## config.mk

```make
export PLATFORM = sky130hd
export DESIGN_NAME = muldiv_unit
export DESIGN_NICKNAME = d
export VERILOG_FILES = /design/src/rtl/muldiv_pkg.sv /design/src/rtl/muldiv_step.sv /design/src/rtl/muldiv_unit.sv
export SDC_FILE = /design/constraint.sdc
export NUM_CORES = 1
export LEC_CHECK = 0
export ABC_AREA = 1
export BUFFER_PORTS_ARGS = -buffer_cell sky130_fd_sc_hd__buf_2
export CAP_MARGIN = 30
export CORE_UTILIZATION = 32
export DETAILED_ROUTE_END_ITERATION = 12
export PLACE_DENSITY_LB_ADDON = 0.2
export SYNTH_ARGS = -nofsm -noshare
export SYNTH_HDL_FRONTEND = slang
export SYNTH_HIERARCHICAL = 1
export SYNTH_SLANG_ARGS = --single-unit
```

## constraint.sdc

```tcl
create_clock -name clk -period 2.5 [get_ports clk]
set_input_delay 0.25 -clock clk [delete_from_list [all_inputs] [get_ports clk]]
set_output_delay 0.25 -clock clk [all_outputs]
set_load 0.01 [all_outputs]
```

## src/rtl/muldiv_pkg.sv

```systemverilog
// muldiv_pkg: shared definitions for the multiply/divide unit.
//   - op encodings driven on muldiv_unit.op
//   - FSM state encoding
//   - iteration counter width helper
package muldiv_pkg;

  localparam logic [2:0] OP_MULT  = 3'd0;
  localparam logic [2:0] OP_MULTU = 3'd1;
  localparam logic [2:0] OP_DIV   = 3'd2;
  localparam logic [2:0] OP_DIVU  = 3'd3;
  localparam logic [2:0] OP_MTHI  = 3'd4;
  localparam logic [2:0] OP_MTLO  = 3'd5;

  typedef enum logic [1:0] {
    ST_IDLE = 2'd0,
    ST_CALC = 2'd1,
    ST_FIX  = 2'd2
  } state_e;

  // Bits needed to count 0..width-1.
  function automatic int unsigned cnt_width(input int unsigned width);
    return (width <= 2) ? 1 : $clog2(width);
  endfunction

endpackage

```

## src/rtl/muldiv_step.sv

```systemverilog
// muldiv_step: one combinational iteration of the multi-cycle datapath.
//   is_div   : 1 = restoring-division step, 0 = shift-add multiply step
//   acc      : multiply upper product half / division partial remainder
//   q        : multiply lower product half (multiplier) / dividend-quotient shift register
//   m        : multiplicand or divisor magnitude
//   acc_next, q_next : state after this iteration
module muldiv_step #(
  parameter int unsigned WIDTH = 32
) (
  input  logic             is_div,
  input  logic [WIDTH-1:0] acc,
  input  logic [WIDTH-1:0] q,
  input  logic [WIDTH-1:0] m,
  output logic [WIDTH-1:0] acc_next,
  output logic [WIDTH-1:0] q_next
);

  logic [WIDTH:0]   sum;
  logic [WIDTH:0]   shifted;
  logic [WIDTH-1:0] diff;
  logic             ge;

  always_comb begin
    // Multiply: add multiplicand when the current multiplier LSB is set, then
    // shift the whole {carry, acc, q} right by one.
    sum     = {1'b0, acc} + (q[0] ? {1'b0, m} : '0);
    // Divide: bring the next dividend bit into the partial remainder.
    shifted = {acc, q[WIDTH-1]};
    ge      = (shifted >= {1'b0, m});
    // Remainder stays below m, so the low WIDTH bits of the difference suffice.
    diff    = shifted[WIDTH-1:0] - m;
    if (is_div) begin
      acc_next = ge ? diff : shifted[WIDTH-1:0];
      q_next   = {q[WIDTH-2:0], ge};
    end else begin
      acc_next = sum[WIDTH:1];
      q_next   = {sum[0], q[WIDTH-1:1]};
    end
  end

endmodule

```

## src/rtl/muldiv_unit.sv

```systemverilog
// muldiv_unit: multi-cycle signed/unsigned multiply and divide with HI/LO registers.
//   clk, rst     : clock and synchronous active-high reset
//   start, op    : request and operation (MULT, MULTU, DIV, DIVU, MTHI, MTLO; 6/7 no-op)
//   a, b         : operands (a also carries MTHI/MTLO data)
//   flush        : abort an in-flight operation without touching hi/lo
//   busy         : operation in progress
//   done         : one-cycle pulse after a MULT/DIV commit to hi/lo
//   hi, lo       : architectural HI/LO registers
module muldiv_unit
  import muldiv_pkg::*;
#(
  parameter int unsigned WIDTH = 32
) (
  input  logic             clk,
  input  logic             rst,
  input  logic             start,
  input  logic [2:0]       op,
  input  logic [WIDTH-1:0] a,
  input  logic [WIDTH-1:0] b,
  input  logic             flush,
  output logic             busy,
  output logic             done,
  output logic [WIDTH-1:0] hi,
  output logic [WIDTH-1:0] lo
);

  localparam int unsigned CntW = cnt_width(WIDTH);
  localparam logic [CntW-1:0] CntLast = CntW'(WIDTH - 1);

  state_e           state_q, state_d;
  logic [CntW-1:0]  cnt_q, cnt_d;
  logic [WIDTH-1:0] acc_q, acc_d;
  logic [WIDTH-1:0] q_q, q_d;
  logic [WIDTH-1:0] m_q, m_d;
  logic [WIDTH-1:0] a_raw_q, a_raw_d;
  logic             is_div_q, is_div_d;
  logic             neg_res_q, neg_res_d;
  logic             neg_rem_q, neg_rem_d;
  logic             div_zero_q, div_zero_d;
  logic             busy_q, busy_d;
  logic             done_q, done_d;
  logic [WIDTH-1:0] hi_q, hi_d;
  logic [WIDTH-1:0] lo_q, lo_d;

  logic [WIDTH-1:0] step_acc, step_q;

  muldiv_step #(
    .WIDTH(WIDTH)
  ) u_step (
    .is_div  (is_div_q),
    .acc     (acc_q),
    .q       (q_q),
    .m       (m_q),
    .acc_next(step_acc),
    .q_next  (step_q)
  );

  logic             signed_op;
  logic             a_neg, b_neg;
  logic [WIDTH-1:0] a_abs, b_abs;
  logic [2*WIDTH-1:0] prod, prod_fix;
  logic [WIDTH-1:0] quot_fix, rem_fix;

  always_comb begin
    // Operand preparation for an incoming request.
    signed_op = ~op[0];
    a_neg     = signed_op & a[WIDTH-1];
    b_neg     = signed_op & b[WIDTH-1];
    a_abs     = a_neg ? (~a + 1'b1) : a;
    b_abs     = b_neg ? (~b + 1'b1) : b;

    // Sign correction of the magnitude results.
    prod      = {acc_q, q_q};
    prod_fix  = neg_res_q ? (~prod + 1'b1) : prod;
    quot_fix  = neg_res_q ? (~q_q + 1'b1) : q_q;
    rem_fix   = neg_rem_q ? (~acc_q + 1'b1) : acc_q;

    state_d    = state_q;
    cnt_d      = cnt_q;
    acc_d      = acc_q;
    q_d        = q_q;
    m_d        = m_q;
    a_raw_d    = a_raw_q;
    is_div_d   = is_div_q;
    neg_res_d  = neg_res_q;
    neg_rem_d  = neg_rem_q;
    div_zero_d = div_zero_q;
    busy_d     = busy_q;
    done_d     = 1'b0;
    hi_d       = hi_q;
    lo_d       = lo_q;

    unique case (state_q)
      ST_IDLE: begin
        // Flush wins over start in the same cycle.
        if (start && !flush) begin
          if (op[2] == 1'b0) begin
            state_d    = ST_CALC;
            busy_d     = 1'b1;
            cnt_d      = '0;
            acc_d      = '0;
            q_d        = a_abs;
            m_d        = b_abs;
            a_raw_d    = a;
            is_div_d   = op[1];
            neg_res_d  = a_neg ^ b_neg;
            neg_rem_d  = a_neg;
            div_zero_d = (b == '0);
          end else if (op == OP_MTHI) begin
            hi_d = a;
          end else if (op == OP_MTLO) begin
            lo_d = a;
          end
        end
      end

      ST_CALC: begin
        if (flush) begin
          state_d = ST_IDLE;
          busy_d  = 1'b0;
          cnt_d   = '0;
        end else begin
          acc_d = step_acc;
          q_d   = step_q;
          if (cnt_q == CntLast) begin
            state_d = ST_FIX;
            cnt_d   = '0;
          end else begin
            cnt_d = cnt_q + 1'b1;
          end
        end
      end

      ST_FIX: begin
        state_d = ST_IDLE;
        busy_d  = 1'b0;
        if (!flush) begin
          done_d = 1'b1;
          if (!is_div_q) begin
            hi_d = prod_fix[2*WIDTH-1:WIDTH];
            lo_d = prod_fix[WIDTH-1:0];
          end else if (div_zero_q) begin
            hi_d = a_raw_q;
            lo_d = '1;
          end else begin
            hi_d = rem_fix;
            lo_d = quot_fix;
          end
        end
      end

      default: begin
        state_d = ST_IDLE;
        busy_d  = 1'b0;
        cnt_d   = '0;
      end
    endcase
  end

  always_ff @(posedge clk) begin
    if (rst) begin
      state_q    <= ST_IDLE;
      cnt_q      <= '0;
      acc_q      <= '0;
      q_q        <= '0;
      m_q        <= '0;
      a_raw_q    <= '0;
      is_div_q   <= 1'b0;
      neg_res_q  <= 1'b0;
      neg_rem_q  <= 1'b0;
      div_zero_q <= 1'b0;
      busy_q     <= 1'b0;
      done_q     <= 1'b0;
      hi_q       <= '0;
      lo_q       <= '0;
    end else begin
      state_q    <= state_d;
      cnt_q      <= cnt_d;
      acc_q      <= acc_d;
      q_q        <= q_d;
      m_q        <= m_d;
      a_raw_q    <= a_raw_d;
      is_div_q   <= is_div_d;
      neg_res_q  <= neg_res_d;
      neg_rem_q  <= neg_rem_d;
      div_zero_q <= div_zero_d;
      busy_q     <= busy_d;
      done_q     <= done_d;
      hi_q       <= hi_d;
      lo_q       <= lo_d;
    end
  end

  assign busy = busy_q;
  assign done = done_q;
  assign hi   = hi_q;
  assign lo   = lo_q;

endmodule
```

==> results of run 1 <==
==> cell usage in the layout, fill, tap and decap left out, drive strengths merged, types with 5 or more instances in the layout <==
cell type	netlist	layout
o31ai	8	8
inv	423	422
o21bai	5	5
o221ai	7	7
o21a	7	7
dlygate4sd3	0	8
nor3	40	40
a31oi	8	8
dfxtp	205	205
xor2	34	34
nand4	31	31
and2	7	7
ha	70	70
a21oi	310	310
clkbuf	88	40
o21ai	329	329
or2	16	16
nor2	455	455
o211ai	16	16
a221oi	6	6
clkinv	4	12
nand3b	37	37
buf	54	458
nand2	922	922
a211oi	29	29
xnor2	21	21
nand3	261	261
==> worst max-delay path: stages, from the launching register on <==
cell,delay [ns]
dfxtp_4,0.37
buf_12,0.15
nand2_1,0.07
inv_1,0.06
ha_1,0.33
nand2_1,0.17
o21ai_1,0.37
nand2_1,0.12
nand3_2,0.13
nand3b_1,0.14
nand3_1,0.12
nand3_1,0.08
nand2_1,0.07
a21oi_1,0.05
a211oi_1,0.18
==> power by group through the flow <==
stage | combinational (mW) | clock, mW | sequential (mW)
2_1_floorplan | 3.15 | 0 | 3.69
5_1_grt | 6.47 | 4.51 | 3.67
4_1_cts | 5.41 | 4.37 | 3.63
3_3_place_gp | 5.37 | 0 | 3.70
6_report | 5.97 | 4.33 | 3.66
3_5_place_dp | 5.36 | 0 | 3.70
==> layout make-up <==
type / instances / area, sq um
Clock buffer: 38 / 810
Clock inverter: 12 / 155
Fill cell: 6559 / 33800
Inverter: 427 / 1610
Multi-Input combinational cell: 2636 / 14300
Sequential cell: 205 / 4150
Tap cell: 773 / 967
Timing Repair Buffer: 468 / 3440
==> flip-flops by register name, summed over array words and instances, names as in the netlist <==
| name | count |
|---|---|
| done | 1 |
| state_q | 2 |
| lo | 32 |
| acc_q | 32 |
| busy | 1 |
| a_raw_q | 32 |
| neg_res_q | 1 |
| div_zero_q | 1 |
| cnt_q | 5 |
| q_q | 32 |
| neg_rem_q | 1 |
| hi | 32 |
| is_div_q | 1 |
| m_q | 32 |
==> path summary, 6_finish.rpt <==
path / endpoint / cells past startpoint / start / slack (ns)
worst max-delay path: acc_q[27]$_SDFFE_PP0P_ / 14 / q_q[0]$_SDFFE_PP0P_ / -0.01
worst min-delay path: m_q[5]$_SDFFE_PP0P_ / 3 / b[5] / 0.02
worst max register to register: acc_q[27]$_SDFFE_PP0P_ / 14 / q_q[0]$_SDFFE_PP0P_ / -0.01
worst min register to register: cnt_q[4]$_SDFFE_PP0P_ / 2 / cnt_q[4]$_SDFFE_PP0P_ / 0.47
==> routing by layer <==
layer  wire, um  vias up  part of all wire, %  global-route usage (%)
met5          0        -                    0                       0
met3       6120      138                  6.7                    3.30
li1           -    11800                    -                       -
met1      42500    11200                   47                    41.2
met4       2690        0                  3.0                    7.13
met2      39400      946                   43                    44.9
==> repair_timing <==
item                       in CTS  in global routing
hold buffers                    8                  0
setup buffers                   3                 18
setup endpoints to repair      15                 47
hold endpoints to repair       10                  0
pin swaps                       5                 62
cloned                          0                  3
resized for setup              27                296
==> cells by family after synthesis <==
group	share of synthesized area (%)
adders and majority gates	4.76
buffers and inverters	11.6
xor gates and xnor gates	2.50
AOI/OAI and AO/OA	20.5
and+or+nand+nor	39.3
DFF	21.3
==> per-stage QoR <==
step	cells	instance area (sq um)	hold WS (ns)
after detailed placement	4477	22700	0.461
after CTS	4538	23900	0.00712
after global routing	4559	25400	0.0379
after global placement	4477	22700	0.449
after floorplan	3410	19200	0.329
final	4559	25400	0.0243
==> summary by stage, run 1 <==
STA
For the final database, setup skew stands at about 0.026 ns. The number of pins exceeding their max-slew limit in the final report came to 0. Setup repair after global routing could not meet its margin everywhere. For the pin with the worst max-slew slack, the measured transition is between 0.8 and 0.9 ns.

The worst pin sits at a relative slew slack of between 40 and 50%. The fraction of the cycle the final worst path needs is 100%. The maximum clock frequency is 398 MHz. The final number of hold-violating endpoints was 0. Setup violations remaining at the end of the flow were counted as 1.

Setup total negative slack on the finished layout was measured at -0.00989 ns. The worst-case setup margin in the final layout is -0.00989 ns. The minimum clock period after layout is roughly 2.5 ns.

Yosys
The number of synthesis warnings is 6. After synthesis the netlist holds a flip-flop and latch count of about 200. The main flop type after synthesis is dfxtp_1.

Sequential elements use approximately a fifth of the synthesized area. The count of flip-flops with a built-in enable after synthesis is 0. The gate count of the mapped netlist is approximately 3400. nand2_1 is the most common cell in the netlist. The cell accounting for the most synthesized area is dfxtp_1. By count the netlist is led by nand2_1 (909), nor2_1 (432), inv_1 (407). In this run the biggest area consumer among cell types represents a little over a fifth of the synthesized area.

After synthesis the cells add up to 19200 sq um. Of all flip-flops after synthesis, the portion carrying an async set or reset was 0%. The synthesized netlist contains between 50 and 60 unique library cells. The synthesized area divided by synthesized cell count is ~5.6 sq um. By area the synthesized netlist is led by dfxtp_1 (21%), nand2_1 (18%), nor2_1 (8.4%). The synthesized netlist net count is roughly 3600.

Clock network
The source-to-sink clock delay at the later pin of the worst-skew pair is 0.58 ns. The clock tree buffer depth is 3. The number of buffers created by CTS is 28. In this run the number of H-tree levels came out at 1.

The tree built by TritonCTS fans out to about 210 sinks. TritonCTS built the clock tree. The register clock-pin slew on the reported worst setup and hold paths is ~0.060 ns. The master cell of the clock root buffer is clkbuf_16.

Floorplanning
Once the floorplan was initialized, standard cells occupied between 30% and 40% of the core. The standard-cell row count is 89. The core area is 59200 sq um. The area enclosed by the die boundary is 61100 sq um. During I/O placement, the number of pins put on the boundary was ~140. The horizontal die dimension is between 200 and 250 um. The vertical die dimension is roughly 250 um.

Power and ir drop
The power per unit of standard cell area is 549 nW/um^2. The sequential group share of total power is 26.2%. The internal power of the cells totals between 8 and 9 mW. The net switching power of the design is around 5.7 mW. The combinational fraction of design power is a little over two fifths. The worst-case vdd ir drop is ~0.5 mV. Net switching is around two fifths of the power. The leakage power is 12.6 nW. The design draws between 10 and 15 mW. Of the total power, the clock network draws between 30% and 40%.

Global routing
The first global-routing pass estimated about 130000 um of wire. The pin count of the biggest net entering global routing is 77. Global routing used around 29% of the available tracks. The initial antenna violation count is 0.

The aggregate global routing overflow is 0. The via count of the first global-routing pass is about 22000.

Finish
From synthesis to final layout, the design area changed by 32.0%. The post-route netlist has roughly 22% of its cells at a drive strength greater than 1. The antenna diode instance count is 0. At the end of the flow, the number of nets in the layout was around 3900. The final standard cell utilization of the core is between 40 and 50%.

Drt
The routed design has just over 90000 um of wire. The pre-antenna-repair detailed-routing pass consisted of 6 iterations. The via-per-instance ratio is approximately 5.3. For this block, the via count after detailed routing is between 20000 and 25000.

The wire length per cell is roughly 20 um. The count of antenna-violating nets left after detailed routing is 0. The initial detailed-routing violation count is between 2000 and 3000. In the routed design, unresolved DRC markers number 0.

Critical path
The kind of launch point of the worst setup path is a register. For the worst setup path, the data required time is 3.00 ns. STA classifies the critical path endpoint as a register. The arrival time of data at the critical path endpoint is approximately 3 ns. Of all nets on the critical path, the largest fanout is 10. The critical path is of the reg2reg type.

Place
The half-perimeter wire length of the detailed placement result is between 70000 and 80000 um. At the end of routability-driven placement, the weighted congestion stood at slightly below 1. The worst-case setup slack after placement is -0.149 ns. The count of port buffers added during placement is between 100 and 150.

Status
The checks that failed: negative setup slack. The flow ran to the end, but the final reports show violations.

Job
Across the run, the number of max-cap violations was 0.

Min path
The worst hold path belongs to the class in2reg.
(Power assumes the default switching activity.)
==> run 2, diff against run 1 <==
--- a/config.mk
+++ b/config.mk
@@ -6,8 +6,10 @@
 export NUM_CORES = 1
 export LEC_CHECK = 0
 export ABC_AREA = 1
-export BUFFER_PORTS_ARGS = -buffer_cell sky130_fd_sc_hd__buf_2
+export BUFFER_PORTS_ARGS = -buffer_cell sky130_fd_sc_hd__buf_4
 export CAP_MARGIN = 30
+export CELL_PAD_IN_SITES_DETAIL_PLACEMENT = 0
+export CELL_PAD_IN_SITES_GLOBAL_PLACEMENT = 1
 export CORE_UTILIZATION = 32
 export DETAILED_ROUTE_END_ITERATION = 12
 export PLACE_DENSITY_LB_ADDON = 0.2
==> summary by stage, run 2 (synthesized netlist as in run 1, its figures left out) <==
Clock network
The number of sinks handled by clock tree synthesis is 205 (unchanged). TritonCTS built the clock tree. The number of buffers created by CTS is 27 (-3.6%).

The source-to-sink clock delay at the later pin of the worst-skew pair is 0.58 ns (about the same). The register clock-pin slew on the reported worst setup and hold paths is 0.06 ns (about the same). The count of H-tree levels built during CTS is 1 (unchanged).

The clock tree buffer depth is 3 (unchanged). The master cell of the clock root buffer is clkbuf_16.

Power and ir drop
The worst-case vdd ir drop is 0.503 mV (+0.71%). The leakage power is 12.9 nW (+2.3%). The power per unit of standard cell area is 555 nW/um^2 (+1.1%). The total power draw was 14.6 mW (+4.6%).

STA
The maximum clock frequency came to 402 MHz (+1.0%). The number of endpoints failing setup at the final stage was 0 (-1). The minimum clock period after layout is 2.49 ns (-0.0248 ns). Setup repair after global routing could not meet its margin everywhere. The final number of hold-violating endpoints is 0 (unchanged). The transition at the pin with the smallest max-transition slack is 1.11 ns (+0.288 ns). The fraction of the cycle the final worst path needs is 99.4% (-0.99 points). The maximum clock skew at final layout is 0.0170 ns (-0.00896 ns). The number of pins exceeding their max-slew limit in the final report is 0 (unchanged).

The worst slew margin relative to its limit is 25.3% (-19 points).

Critical path
The class of the most critical setup path is reg2reg. The critical path starts at q_q[0]$_SDFFE_PP0P_. The setup slack on the worst flop-to-flop path is 0.01 ns (+0.02 ns). The largest fanout on the critical path is 13 (+3). The launch instance of the worst register-to-register path is q_q[0]$_SDFFE_PP0P_. The kind of launch point of the worst setup path is a register. The kind of end point of the critical path is a register. The required time of the critical path is 2.98 ns (-0.02 ns). The critical register-to-register path endpoint is acc_q[28]$_SDFFE_PP0P_. The depth of the worst register-to-register path is 15 (+1). The arrival time of data at the critical path endpoint is 2.97 ns (-0.04 ns).

Drt
The wire length per cell is 20.5 um (+3.2%). The via count of the routed design is 24100 (-0.058%). The count of antenna-violating nets left after detailed routing was 0 (unchanged).

The detailed-router iteration count before antenna repair came to 6 (unchanged). The via-per-instance ratio is 5.25 (-0.86%). The initial detailed-routing violation count is 2502 (-6.1%). The final routed DRC violation total is 0 (unchanged).

The routed wire length came to 94400 um (+4.0%).

Status
The run finished with clean final reports.

Finish
The number of fill cells in the layout is 6461 (-1.5%). The area of the multi-input gates is 14400 sq um (+1.0%). The final-stage net count is 3947 (+0.97%). In the layout the commonest cells are nand2_1 (840), buf_4 (461), inv_1 (390). The final standard cell utilization of the core is 44.4% (+1.5 points). The area growth from synthesis to final layout is 36.6%. The sequential standard cell area is 4150 sq um (+0.12%). The antenna diode instance count is 0 (unchanged). Leaving out fill and tap cells, the most frequent cell in the layout is nand2_1. The cell area after layout is 26300 sq um (+3.5%). The fraction of final layout cells sized beyond drive strength 1 is 24.0% (+1.7 points).

Floorplanning
The standard-cell row count was 89 (unchanged). The starting density of the core is 32.5% (unchanged). The area enclosed by the die boundary was 61100 sq um (unchanged). The core area is 59200 sq um (unchanged). The vertical die dimension is 247 um (unchanged). The number of top-level pins is 137 (unchanged). The horizontal die dimension is 247 um (unchanged).

Global routing
The layer with the highest usage after global routing is met2. The aggregate global routing overflow came to 0 (unchanged). The met1 routing resource usage after global routing came to 43.3% (+2.0 points). The global-route usage over all layers is 29.2% (+0.59 points). The first-pass GRT wire length is 134000 um (+0.36%). The fraction of met3 tracks used by global routing is 3.66% (+0.36 points). The met2 demand-to-capacity share in global routing is 44.5% (-0.38 points). The via count of the first global-routing pass is 21500 (-1.9%). The pin count of the biggest net entering global routing is 90 (+17%). The initial antenna violation count is 0 (unchanged).

Place
The count of port buffers added during placement came to 136 (unchanged). The standard cell area after detailed placement was 23200 sq um (+2.1%). The weighted congestion reported at the end of routability-driven placement came to 0.974 (-0.47%).

The half-perimeter wire length of the detailed placement result is 73100 um (+3.5%).

Min path
The class of the worst hold path is in2reg. The worst hold path stage count is 3 (unchanged). The worst min-delay path startpoint is b[0]. The worst hold endpoint is m_q[0]$_SDFFE_PP0P_.

Job
The max capacitance violation total came to 0 (unchanged).
## run 2: changes by cell type in the layout (fill, tap and decap cells not counted), sizes merged
cell,before,now
buf,458,482
dlygate4sd3,8,15
nand2,922,926
bufinv,3,6
inv,422,425
clkinv,12,10
clkbuf,40,39
clkinvlp,2,1
## run 2: how the worst max path moves through the flow
stage                     cells after the start                      to
final                                        15  acc_q[28]$_SDFFE_PP0P_
after global routing                         15  acc_q[29]$_SDFFE_PP0P_
after CTS                                    16  acc_q[27]$_SDFFE_PP0P_
after detailed placement                     16  acc_q[30]$_SDFFE_PP0P_
after global placement                       16  acc_q[17]$_SDFFE_PP0P_
after floorplan                              16   acc_q[7]$_SDFFE_PP0P_
## run 2: layout make-up
type	count	share of cell area, %
repair buffers	503	15.8
well taps	773	3.68
clock buffers	33	2.81
inverters	427	6.14
multi-input cells	2640	54.9
clock inverters	15	0.928
flip-flops and latches	205	15.8
## run 2: layer usage
layer  part of all wire [%]  up-vias
li1                       -    11900
met1                     47    11200
met2                     42      879
met3                    7.8      120
met4                    2.5        0
met5                      0        -
## run 2: what timing repair did
action	in CTS	in global routing
endpoints found under the hold margin	18	0
endpoints found under the setup margin	19	44
cloned	0	11
pin swaps	1	77
hold buffers	15	0
buffers inserted	0	22
resized for setup	23	336
## run 2: per-stage QoR
step           setup TNS [ns]  instances  hold slack [ns]  setup slack, ns
6_report                    0       4596          0.00974           0.0149
3_3_place_gp           -0.507       4500            0.445           -0.118
5_1_grt                 -1.79       4596           0.0234           -0.119
2_1_floorplan        -0.00168       3410            0.329         -0.00168
3_5_place_dp           -0.367       4500            0.454           -0.108
4_1_cts                     0       4563          0.00326         0.000338
## run 2: report_power, final
| group | total [mW] | internal [mW] | switching [mW] |
|---|---|---|---|
| clock network | 4.46 | 2.72 | 1.74 |
| logic | 6.48 | 2.50 | 3.98 |
| registers | 3.65 | 3.46 | 0.196 |
| total | 14.6 | 8.67 | 5.93 |
## run 2: worst max-delay path, stage by stage (launching register included)
cell and delay (ns):
dfxtp_4 0.37, buf_12 0.15, buf_6 0.14, nand2_1 0.06, inv_1 0.04, ha_1 0.33, nand2_1 0.14, nor2_4 0.17
nand2_2 0.09, nor4_4 0.28, nand2_2 0.12, nand3_1 0.10, nand3_1 0.07, nand2_1 0.08, a21oi_2 0.05, a211oi_1 0.19
